$ cat config.mk
export PLATFORM = sky130hd
export DESIGN_NAME = pcs_sync_fsm_param
export DESIGN_NICKNAME = d
export VERILOG_FILES = /design/src/rtl/pcs_sync_fsm_param.sv
export SDC_FILE = /design/constraint.sdc
export NUM_CORES = 1
export LEC_CHECK = 0
export ABC_AREA = 1
export CAP_MARGIN = 20
export CORE_MARGIN = 4
export CORE_UTILIZATION = 30
export CTS_CLUSTER_DIAMETER = 40
export DETAILED_ROUTE_END_ITERATION = 16
export HOLD_SLACK_MARGIN = 0.12
export PLACE_DENSITY = 0.5
export RECOVER_POWER = 100
export SKIP_LAST_GASP = 1
export SLEW_MARGIN = 20
export SYNTH_ARGS = -nofsm -noshare
export SYNTH_HDL_FRONTEND = slang
export SYNTH_SLANG_ARGS = --single-unit
$ cat constraint.sdc
create_clock -name clk -period 4.9 [get_ports clk]
set_clock_uncertainty 0.1 [all_clocks]
set_input_delay 0.98 -clock clk [delete_from_list [all_inputs] [get_ports clk]]
set_output_delay 0.98 -clock clk [all_outputs]
set_load 0.01 [all_outputs]
$ cat src/rtl/pcs_sync_fsm_param.sv
// Code-group synchroniser: acquires comma/data alignment, tracks even/odd slot parity
// and a leaky bad-level counter, and counts sync->loss transitions.
module pcs_sync_fsm_param #(
    parameter int ACQ_PAIRS = 3,
    parameter int GOOD_RUN  = 3,
    parameter int BAD_LIMIT = 4,
    parameter int CNT_W     = 8
) (
    input  logic             clk,
    input  logic             RESET,
    input  logic             signal_detect,
    input  logic [9:0]       rx_code_group,
    output logic             code_status,
    output logic [9:0]       rx_code_group_out,
    output logic             rx_even,
    output logic             comma_det,
    output logic [CNT_W-1:0] loss_events
);

    localparam logic [1:0] LOSS_OF_SYNC  = 2'd0;
    localparam logic [1:0] COMMA_DETECT  = 2'd1;
    localparam logic [1:0] ACQUIRE_SYNC  = 2'd2;
    localparam logic [1:0] SYNC_ACQUIRED = 2'd3;

    localparam logic [2:0] ACQ_N    = 3'(ACQ_PAIRS);
    localparam logic [2:0] BAD_TOP  = 3'(BAD_LIMIT - 1);
    localparam logic [3:0] GOOD_TOP = 4'(GOOD_RUN - 1);

    function automatic logic [3:0] popcnt(input logic [9:0] v);
        logic [3:0] n;
        n = 4'd0;
        for (int i = 0; i < 10; i++) n = n + {3'd0, v[i]};
        return n;
    endfunction

    logic [1:0] state, state_d;
    logic [2:0] acq_cnt, acq_d;
    logic [2:0] level, level_d;
    logic [3:0] good_cnt, good_d;
    logic       even_d, loss_inc;
    logic       comma, valid, slot_even, cgbad;
    logic [3:0] pop_all, pop_hi, pop_lo;

    assign pop_all   = popcnt(rx_code_group);
    assign pop_hi    = popcnt({4'd0, rx_code_group[9:4]});
    assign pop_lo    = popcnt({6'd0, rx_code_group[3:0]});
    assign comma     = (rx_code_group[9:3] == 7'b1100000) || (rx_code_group[9:3] == 7'b0011111);
    assign valid     = (pop_all >= 4'd4) && (pop_all <= 4'd6) &&
                       (pop_hi  >= 4'd2) && (pop_hi  <= 4'd4) &&
                       (pop_lo  >= 4'd1) && (pop_lo  <= 4'd3);
    assign slot_even = !rx_even;
    assign cgbad     = !valid || (comma && !slot_even);

    always_comb begin
        state_d  = state;
        even_d   = !rx_even;
        acq_d    = acq_cnt;
        level_d  = level;
        good_d   = good_cnt;
        loss_inc = 1'b0;
        if (!signal_detect) begin
            state_d  = LOSS_OF_SYNC;
            acq_d    = 3'd0;
            level_d  = 3'd0;
            good_d   = 4'd0;
            loss_inc = (state == SYNC_ACQUIRED);
        end else begin
            case (state)
                LOSS_OF_SYNC: if (comma) begin
                    state_d = COMMA_DETECT;
                    even_d  = 1'b1;
                    acq_d   = 3'd1;
                end
                COMMA_DETECT: begin
                    if (valid && !comma) begin
                        if (acq_cnt == ACQ_N) begin
                            state_d = SYNC_ACQUIRED;
                            level_d = 3'd0;
                            good_d  = 4'd0;
                        end else begin
                            state_d = ACQUIRE_SYNC;
                        end
                    end else begin
                        state_d = LOSS_OF_SYNC;
                    end
                end
                ACQUIRE_SYNC: begin
                    // cgbad already rejects an odd-slot comma, so any comma here is even
                    if (cgbad) begin
                        state_d = LOSS_OF_SYNC;
                    end else if (comma) begin
                        state_d = COMMA_DETECT;
                        even_d  = 1'b1;
                        acq_d   = acq_cnt + 3'd1;
                    end
                end
                default: begin
                    if (cgbad) begin
                        good_d = 4'd0;
                        if (level == BAD_TOP) begin
                            state_d  = LOSS_OF_SYNC;
                            level_d  = 3'd0;
                            loss_inc = 1'b1;
                        end else begin
                            level_d = level + 3'd1;
                        end
                    end else if (level != 3'd0) begin
                        if (good_cnt == GOOD_TOP) begin
                            level_d = level - 3'd1;
                            good_d  = 4'd0;
                        end else begin
                            good_d = good_cnt + 4'd1;
                        end
                    end
                end
            endcase
        end
    end

    always_ff @(posedge clk or negedge RESET) begin
        if (!RESET) begin
            state             <= LOSS_OF_SYNC;
            acq_cnt           <= 3'd0;
            level             <= 3'd0;
            good_cnt          <= 4'd0;
            rx_even           <= 1'b0;
            code_status       <= 1'b0;
            rx_code_group_out <= 10'd0;
            comma_det         <= 1'b0;
            loss_events       <= '0;
        end else begin
            state             <= state_d;
            acq_cnt           <= acq_d;
            level             <= level_d;
            good_cnt          <= good_d;
            rx_even           <= even_d;
            code_status       <= (state_d == SYNC_ACQUIRED);
            rx_code_group_out <= rx_code_group;
            comma_det         <= comma;
            if (loss_inc && (loss_events != {CNT_W{1'b1}}))
                loss_events <= loss_events + 1'b1;
        end
    end

endmodule

### After elaboration in Yosys (flattened, before gate mapping)

Index checks and enable logic that the tools add are counted.
Widths: inputs -> output; s select.

* flip-flop bits (word level): 33
* input bits: 13
* output and inout bits: 21
* logic and storage cells: 109

* $add $sub $neg: 19
* $lt $le $gt $ge: 6
* equal/unequal tests: 19
* muxes and demuxes: 36
* reductions and logical operators: 20

Operators by type and width (number)
* $mux 3: 11
* $add 4x1->4: 8
* $mux 4: 6
* $ne 3x3->1 const B: 5
* $mux 2: 6
* $pmux 3 s2: 2
* $add 3x1->4: 2
* $add 8x1->8 const B: 1
* $le 4x3->1 const B: 2
* $logic_and 1x1->1: 8
* $mux 1: 8
* $ne 4x1->1 const B: 2
* $ne 8x8->1 const B: 1
* $pmux 4 s2: 1
* $reduce_and 4->1: 2
* $eq 7x5->1 const B: 1
* $eq 7x7->1 const B: 1
* $add 2x1->3: 2
* $add 3x1->3 const B: 2
* $eq 2x2->1 const B: 3
* $eq 3x2->1 const B: 2
* $pmux 2 s3: 1
* $reduce_and 5->1: 1
* $add 1x1->2: 2
* 17 further kinds: 20

### Longest topological paths before layout

Gate-level depths: netlist of the first run.

* word-level depth: 21
* depth in mapped cells: 21
* gate-level depth less buffers: 21

### Worst setup path after synthesis of the first run

Ideal clock, no wire load.

* path kind: input-to-reg
* start: in rx_code_group[0]
* end: reg acq_cnt[0]
* setup time: 0.116 ns
* arrival: 4.093 ns
* data required time: 4.684 ns
* setup slack: 0.591 ns
* cell stages on the path: 18
* path buffers: 0
* cell sequence: inv_1 > fa_1 > inv_1 > ha_1 > fa_1 > inv_1 > fa_1 > fa_1 > o21ai_1 > nor2_1 > nand2_1 > nor2_4 > nand2_4 > nand2_1 > nand3_1 > and2_4 > nand2_1 > nand2_1

* word-level cells in the longest chain between the ends: 19
* elaborated cells on any way between the ends: 22
* classes of those cells: add/sub (9); order compare (4); eq/ne (1); reduce/logical (8)

Ends and longest elaborated chain
* start: declaration: line 12 `input logic [9:0] rx_code_group,`
* $add 1x1->2 (*): line 32 `for (int i = 0; i < 10; i++) n = n + {3'd0, v[i]};`
* $add 2x1->3 (*): line 32
* $add 3x1->4 (*): line 32
* $add 4x1->4 (6 in series): line 32
* $ge 4x3->1 or $le 4x3->1 (tied branches): line 48 `assign valid = (pop_all >= 4'd4) && (pop_all <= 4'd6) &&`
* $logic_and 1x1->1 (2 in series): line 48
* $logic_and 1x1->1 (2 in series): line 49 `(pop_hi >= 4'd2) && (pop_hi <= 4'd4) &&`
* $logic_and 1x1->1 (*): line 50 `(pop_lo >= 4'd1) && (pop_lo <= 4'd3);`
* $logic_not 1->1 (*): line 52 `assign cgbad = !valid || (comma && !slot_even);`
* $logic_or 1x1->1 (*): line 52
* $ne 3x3->1 (no source line) (*)
* $reduce_and 4->1 (no source line) (*)
* end signal: assignment: line 133 `acq_cnt <= acq_d;`
* end: declaration: line 37 `logic [2:0] acq_cnt, acq_d;`

Mark *: on every way between the ends. The rest lies on a longest branch, timed or not.
A chain may end at the register's enable or synchronous reset.

### Worst setup path after layout of the first run

* start: in rx_code_group[3]
* end: reg good_cnt[0]

* word-level cells in the longest chain between the ends: 18
* elaborated cells on any way between the ends: 30
* classes of those cells: add/sub (7); order compare (4); eq/ne (4); mux (3); reduce/logical (12)

Ends and longest elaborated chain
* $add 3x1->4: line 32
* $add 4x1->4 (6 in series): line 32
* $ge 4x3->1 or $le 4x3->1 (tied branches): line 48
* $logic_and 1x1->1 (2 in series): line 48
* $logic_and 1x1->1 (2 in series): line 49
* $logic_and 1x1->1: line 50
* $logic_not 1->1: line 52
* $logic_or 1x1->1: line 52
* $mux 4: line 98 `if (cgbad) begin`
* $pmux 4 s2: line 68 `case (state)`
* $mux 4: line 61 `if (!signal_detect) begin`
* end signal: assignment: line 135 `good_cnt <= good_d;`
* end: declaration: line 39 `logic [3:0] good_cnt, good_d;`

Several ways; a longest one is shown, not always the timed one.

==> summary.md, run 1 <==
| Metric | Value |
|---|---|
| YS warnings | 0 |
| Clock transition at the registers of the reported paths | 70 ps |
| Drt drc | 0 |
| Full die area | 8370 um2 |
| Setup TNS | 0 ps |
| I/O pin count | 34 |
| First-pass GRT wire length | 7730 um |
| Initial Utilization | 0.308 |
| Post-Synth XOR/XNOR Area | 0.0335 |
| Required @ worst endpoint | 4960 ps |
| Ys flop type | dfrtp_1 |
| Number of max-cap violations | 1 |
| Die Height | 91.5 um |
| CP endpoint kind | flip-flop |
| Crit Path Class | input port to flip-flop |
| Wire per inst | 10.7 um |
| Worst rel slew slack | -0.181 |
| Nets@finish | 332 |
| Main combinational cell family by area after synthesis | simple AND/OR/NAND/NOR gates |
| Mean Syn Cell Area | 8.40 um2 |
| Final period util | 0.950 |
| Drt first pass iters | 4 |
| Setup violators final | 0 |
| Switch share | 0.309 |
| ANT nets after route | 0 |
| Post-Synth Simple-Gate Area | 0.276 |
| Post-synth EDFFs | 0 |
| CTS tree | done |
| CTS Sinks | 33 |
| Clock Tree Buf Depth | 2 |
| GRT Util Overall | 0.113 |
| Count leader, synth | nand2_1 |
| Clock group share of total power | 0.331 |
| Site Rows | 30 |
| Failing checks | capacitance limit, slew limit |
| Register area share after synthesis | 0.395 |
| Area Overhead vs Synth | 30.1% |
| Via/cell ratio | 4.16 |
| I/O Buffers | 33 |
| Number of buffers and inverters on the critical path | 5 |
| Routability congestion estimate | 0.749 |
| Internal power | 559 uW |
| Hold worst-path end | acq_cnt[2] |
| Logic gate share of total power | 0.295 |
| Number of antenna diodes | 0 |
| Asr flop ratio synth | 1.00 |
| Slowest stage delay, CP | 560 ps |
| Fin. max-slew vios | 34 |
| Netlist cell types | 25 |
| Crit path launch type | input port |
| R2r setup slk | 2920 ps |
| Final Critical Period | 4650 ps |
| Compound-cell area share of the yosys netlist | 0.0502 |
| Worst Tran Pin Value | 1770 ps |
| RR Endpoint | loss_events[5] |
| Cell taking the most area after synthesis | dfrtp_1 |
| Reg power frac | 0.374 |
| Worst hold path type | flip-flop to flip-flop |
| Highest net fanout along the worst path | 4 |
| Maximum clock rate | 215 MHz |
| CTS HTree Levels | 2 |
| Slowest cell on the critical path | dlygate4sd3_1 |
| Clock Latency Late Sink | 280 ps |
| Worst-path cell chain | dlygate4sd3_1, inv_2, fa_1, inv_1, ha_1, fa_1, inv_1, fa_2, fa_1, o21ai_1, nor2_1, nand2_1, nor2_4, nand3_1, nand2_1, a21oi_1, buf_4, nand2_1, o21ai_0 |
| Commonest cells post-synth | nand2_1, inv_1, dfrtp_1 |
| Largest net degree at the start of global routing | 34 |
| Pwr/cell area | 297 nW/um2 |
| Vias in the first global route | 1753 |
| Total power | 808 uW |
| Antenna violations before repair | 0 |
| CTS Root Cell | clkbuf_8 |
| CP Data Arrival Time | 4710 ps |
| Syn nets | 285 |
| Hold path depth | 2 |
| Top post-synthesis cells by area | dfrtp_1, nand2_1, ha_1 |
| DP HPWL | 3300 um |
| Worst hold start | acq_cnt[2] |
| Synth Cell Area | 2090 um2 |
| Area share of the largest cell type after synthesis | 0.395 |
| Die Wd | 91.5 um |
| Crit path max-delay family | adder cells |
| Routed wire length | 4200 um |
| Leakage | 1.39 nW |
| Initial DRC Count | 55 |
| R2R Path Start | loss_events[0] |
| Switching pwr | 249 uW |
| VDD IR max | 101 uV |
| Post-Synthesis Cells | 249 |
| RSZ-0062 raised after global routing | false |
| Hold Violations, Final | 0 |
| Layout cells sized above 1 | 0.101 |
| Grt ovf | 0 |
| CTS buffer count | 5 |
| Status | complete, but fails checks |
| # hold bufs at CTS | 0 |
| Adder-Cell Fraction of Synth Area | 0.166 |
| Area of the core | 6790 um2 |
| Seq cells post-synth | 33 |
| Via count | 1635 |
| Worst R2R Path Depth | 8 |
| Mux cell area share after synthesis | 0 |
final cells by class:
| type | instances | area, um2 |
|---|---|---|
| Timing Repair Buffer | 41 | 387 |
| Sequential cell | 33 | 826 |
| Tap cell | 96 | 120 |
| Fill cell | 707 | 4070 |
| Inverter | 42 | 158 |
| Clock inverter | 1 | 30.0 |
| Clock buffer | 7 | 86.3 |
| Multi-Input combinational cell | 173 | 1110 |
cells in the final DEF, fill, tap and decap left out, types with 2 or more instances in the layout:
master           netlist  layout
a21oi_1                4       4
nand2_1               71      70
nand3_1               16      16
nor2_1                18      18
nand4_1                2       2
xnor2_1                6       6
o21ai_0               10      10
clkbuf_8               0       6
clkbuf_1               0       2
xor2_1                 2       2
dfrtp_1               33      33
dlygate4sd3_1          0      30
nand2_4                7       6
nor3_1                 3       3
inv_2                  2       2
buf_4                  1       7
fa_1                   8       7
inv_1                 40      40
clkdlybuf4s50_1        0       3
o21ai_1                2       2
nor3b_1                2       2
ha_1                  15      15
kinds of logic after synthesis:
group | after synthesis
AO/OA/AOI/OAI | 18
XOR/XNOR | 8
adder cells (fa/ha/maj) | 23
buffers and inverters | 43
flip-flops | 33
AND/OR/NAND/NOR | 124
flip-flops by register name, indices dropped and copies added, names as in the netlist, 2 cells and up:
| signal | count |
|---|---|
| acq_cnt | 3 |
| state | 2 |
| rx_code_group_out | 10 |
| loss_events | 8 |
| good_cnt | 4 |
| level | 3 |
through the flow:
step                      std cells   util  instance area [um2]  hold WS [ps]  setup WS [ps]
after floorplan                 249      -                 2090           342            591
after global placement          384  0.381                 2590           367          -61.2
after detailed placement        384  0.381                 2590           369          -87.1
after CTS                       392  0.398                 2700           386            223
after global routing            393  0.401                 2720           417           26.7
final                           393  0.401                 2720           383            246
power groups by stage:
stage | Combinational [mW] | Clock, mW | Sequential, mW
after floorplan | 0.166 | 0 | 0.308
after global placement | 0.240 | 0 | 0.307
after detailed placement | 0.240 | 0 | 0.308
after CTS | 0.241 | 0.279 | 0.302
after global routing | 0.279 | 0.291 | 0.305
final | 0.239 | 0.267 | 0.302
worst max-delay path by stage:
stage	to	startpoint	cells past startpoint
after floorplan	acq_cnt[0]	rx_code_group[0]	18
after global placement	acq_cnt[1]	rx_code_group[0]	18
after detailed placement	loss_events[7]	rx_code_group[0]	20
after CTS	loss_events[7]	rx_code_group[0]	20
after global routing	acq_cnt[1]	rx_code_group[3]	19
final	good_cnt[0]	rx_code_group[3]	19
per-layer routing:
layer / vias to the layer above / GRT usage / wire length, um / part of all wire
met5: - / 0 / 0 / 0
met4: 0 / 0.0415 / 72 / 0.017
met3: 5 / 0.0348 / 189 / 0.045
met2: 26 / 0.183 / 1900 / 0.45
met1: 746 / 0.142 / 2030 / 0.48
li1: 858 / - / - / -
worst min-delay path: cells and delay by family (launching register included):
kind,cells,cell delay [ps]
DFF,1,350
and+or+nand+nor,2,100
repair_timing:
action                                  4_1_cts  5_1_grt
buffers inserted                              0        1
resized for setup                             0        4
endpoints found under the setup margin        0        8
Power figures use the tool's default switching activity.
==> run 2, diff against run 1 <==
--- a/config.mk
+++ b/config.mk
@@ -5,8 +5,6 @@
 export SDC_FILE = /design/constraint.sdc
 export NUM_CORES = 1
 export LEC_CHECK = 0
-export ABC_AREA = 1
-export CAP_MARGIN = 20
 export CORE_MARGIN = 4
 export CORE_UTILIZATION = 30
 export CTS_CLUSTER_DIAMETER = 40
==> run 2 against run 1 <==
  * The flow still finishes with violations (capacitance limit, slew limit)
  * Synthesized cell count shrank 24%
  * Critical path depth shrank 7
  * Highest routed layer unchanged
  * Sequential share of layout area grew 0.88 points
  * Register-to-register slack lost 100 ps
  * Via count shrank 7.1%
  * Fmax shrank 1.1%
  * Largest cell class unchanged
==> summary.md, run 2 <==
| Metric | Value |
|---|---|
| Synth Cell Area | 1980 um2 |
| Drt first pass iters | 4 |
| R2r setup slk | 2820 ps |
| Worst Tran Pin Value | 1850 ps |
| Maximum clock rate | 213 MHz |
| Vias in the first global route | 1469 |
| Critical path startpoint | rx_code_group[7] |
| I/O Buffers | 33 |
| Commonest non-fill, non-tap cell in the layout | dfrtp_1 |
| Crit Path Class | input port to flip-flop |
| Layout cells sized above 1 | 0.157 |
| Register area share after synthesis | 0.417 |
| Ys flop type | dfrtp_1 |
| Area post-placement | 2510 um2 |
| Clock Tree Buf Depth | 2 |
| CP Depth | 12 |
| Antenna violations before repair | 0 |
| Routability congestion estimate | 0.801 |
| Number of antenna diodes | 0 |
| Clock transition at the registers of the reported paths | 70 ps |
| CTS Sinks | 33 |
| Leakage | 1.19 nW |
| VDD IR max | 113 uV |
| Via count | 1519 |
| Post-synth EDFFs | 0 |
| I/O pin count | 34 |
| Slowest cell on the critical path | dlygate4sd3_1 |
| Netlist cell types | 44 |
| Total power | 680 uW |
| Routed wire length | 4250 um |
| Top reg by flops | rx_code_group_out |
| Asr flop ratio synth | 1.00 |
| Final period util | 0.960 |
| Clock Latency Late Sink | 280 ps |
| Top post-synthesis cells by area | dfrtp_1, ha_1, fa_1 |
| Number of max-cap violations | 1 |
| Fin. max-slew vios | 34 |
| Syn nets | 225 |
| Most common cell on crit path | fa_1 |
| Hold Violations, Final | 0 |
| Initial Utilization | 0.310 |
| YS warnings | 0 |
| Area Overhead vs Synth | 33.6% |
| End of the critical path | loss_events[1] |
| Worst R2R Path Depth | 5 |
| CP endpoint kind | flip-flop |
| Layout fillers | 620 |
| RR Endpoint | loss_events[1] |
| Crit path max-delay family | adder cells |
| # hold bufs at CTS | 0 |
| Largest net degree at the start of global routing | 34 |
| Mean Syn Cell Area | 10.5 um2 |
| First-pass GRT wire length | 7040 um |
| Status | complete, but fails checks |
| CTS Root Cell | clkbuf_8 |
| Die Wd | 89.2 um |
| Setup violators final | 0 |
| R2R Path Start | loss_events[0] |
| Wire per inst | 13.3 um |
| Fin util | 0.414 |
| Highest net fanout along the worst path | 8 |
| Number of buffers and inverters on the critical path | 3 |
| DP HPWL | 3330 um |
| Nets@finish | 277 |
| Reg area | 826 um2 |
| Footprint of the multi-input gates | 1080 um2 |
| Design area | 2650 um2 |
| Initial DRC Count | 67 |
| Worst hold path type | flip-flop to flip-flop |
| GRT Util Overall | 0.117 |
| Required @ worst endpoint | 4970 ps |
| ANT nets after route | 0 |
| CP Data Arrival Time | 4770 ps |
| Site Rows | 29 |
| Via/cell ratio | 4.76 |
| Max reg flops | 10 |
| Worst rel slew slack | -0.233 |
| Largest registers | rx_code_group_out (10), loss_events (8), good_cnt (4) |
| Full die area | 7960 um2 |
| Hold path depth | 1 |
| Worst-path cell chain | dlygate4sd3_1, fa_1, fa_1, inv_2, fa_2, fa_1, nor2b_1, a31oi_1, nor4b_2, buf_4, a21oi_4, mux2_2 |
| Count leader, synth | dfrtp_1 |
| CTS tree | done |
| Post-Synthesis Cells | 189 |
| Pwr/cell area | 257 nW/um2 |
| Final Critical Period | 4700 ps |
| Most frequent cells in the layout | dfrtp_1, dlygate4sd3_1, inv_1 |
| CTS HTree Levels | 2 |
| CTS buffer count | 5 |
| Commonest cells post-synth | dfrtp_1, inv_1, ha_1 |
| Seq cells post-synth | 33 |
| Cell taking the most area after synthesis | dfrtp_1 |
| Slowest stage delay, CP | 570 ps |
| Grt ovf | 0 |
| Area share of the largest cell type after synthesis | 0.417 |
| Crit path launch type | input port |
| Drt drc | 0 |
| Die Height | 89.2 um |
| Failing checks | capacitance limit, slew limit |
| RSZ-0062 raised after global routing | false |
| Area of the core | 6390 um2 |
[run 2: timing repair]
action,in CTS,in global routing
setup endpoints to repair,20,20
buffers inserted,0,1
pin swaps,2,7
resized for setup,7,10
[run 2: how the worst min path moves through the flow]
stage	end	slack, ps	startpoint
after CTS	loss_events[4]	400	loss_events[4]
after global placement	loss_events[6]	380	loss_events[6]
final	loss_events[4]	390	loss_events[4]
after detailed placement	loss_events[4]	380	loss_events[4]
after floorplan	good_cnt[2]	370	good_cnt[2]
after global routing	loss_events[4]	410	loss_events[4]
[run 2: cell type report]
| type | instances | area share |
|---|---|---|
| Clock buffer | 6 | 0.0274 |
| Clock inverter | 2 | 0.00378 |
| Inverter | 28 | 0.0402 |
| Multi-Input combinational cell | 125 | 0.409 |
| Sequential cell | 33 | 0.312 |
| Tap cell | 77 | 0.0364 |
| Timing Repair Buffer | 48 | 0.171 |
[run 2: kinds of logic after synthesis]
family / share of synthesized area
buffers and inverters: 0.0600
adders and majority gates: 0.176
and+or+nand+nor: 0.163
AOI/OAI and AO/OA: 0.132
xor gates and xnor gates: 0.0310
muxes: 0.0209
DFF: 0.417
[run 2: per-layer routing]
layer	global-route usage	vias up	routed length [um]
met5	0	-	0
met4	0.0447	0	48
met3	0.0249	4	95
met2	0.202	15	2230
met1	0.142	741	1880
li1	-	759	-
[run 2: stage by stage]
stage	setup WS (ps)	hold WS [ps]	TNS (ps)	std cells
global route	25.6	408	0	319
floorplan	157	373	0	189
detailed placement	-691	383	-11600	310
CTS	2.10	396	0	318
finish	195	389	0	319
global placement	-579	385	-9760	310
[run 2: power breakdown]
group / switching, mW / internal, mW / leakage [nW]
sequential: 0.00456 / 0.279 / 0.429
clock: 0.0986 / 0.0984 / 0.0450
combinational: 0.0980 / 0.102 / 0.719
total: 0.201 / 0.479 / 1.19
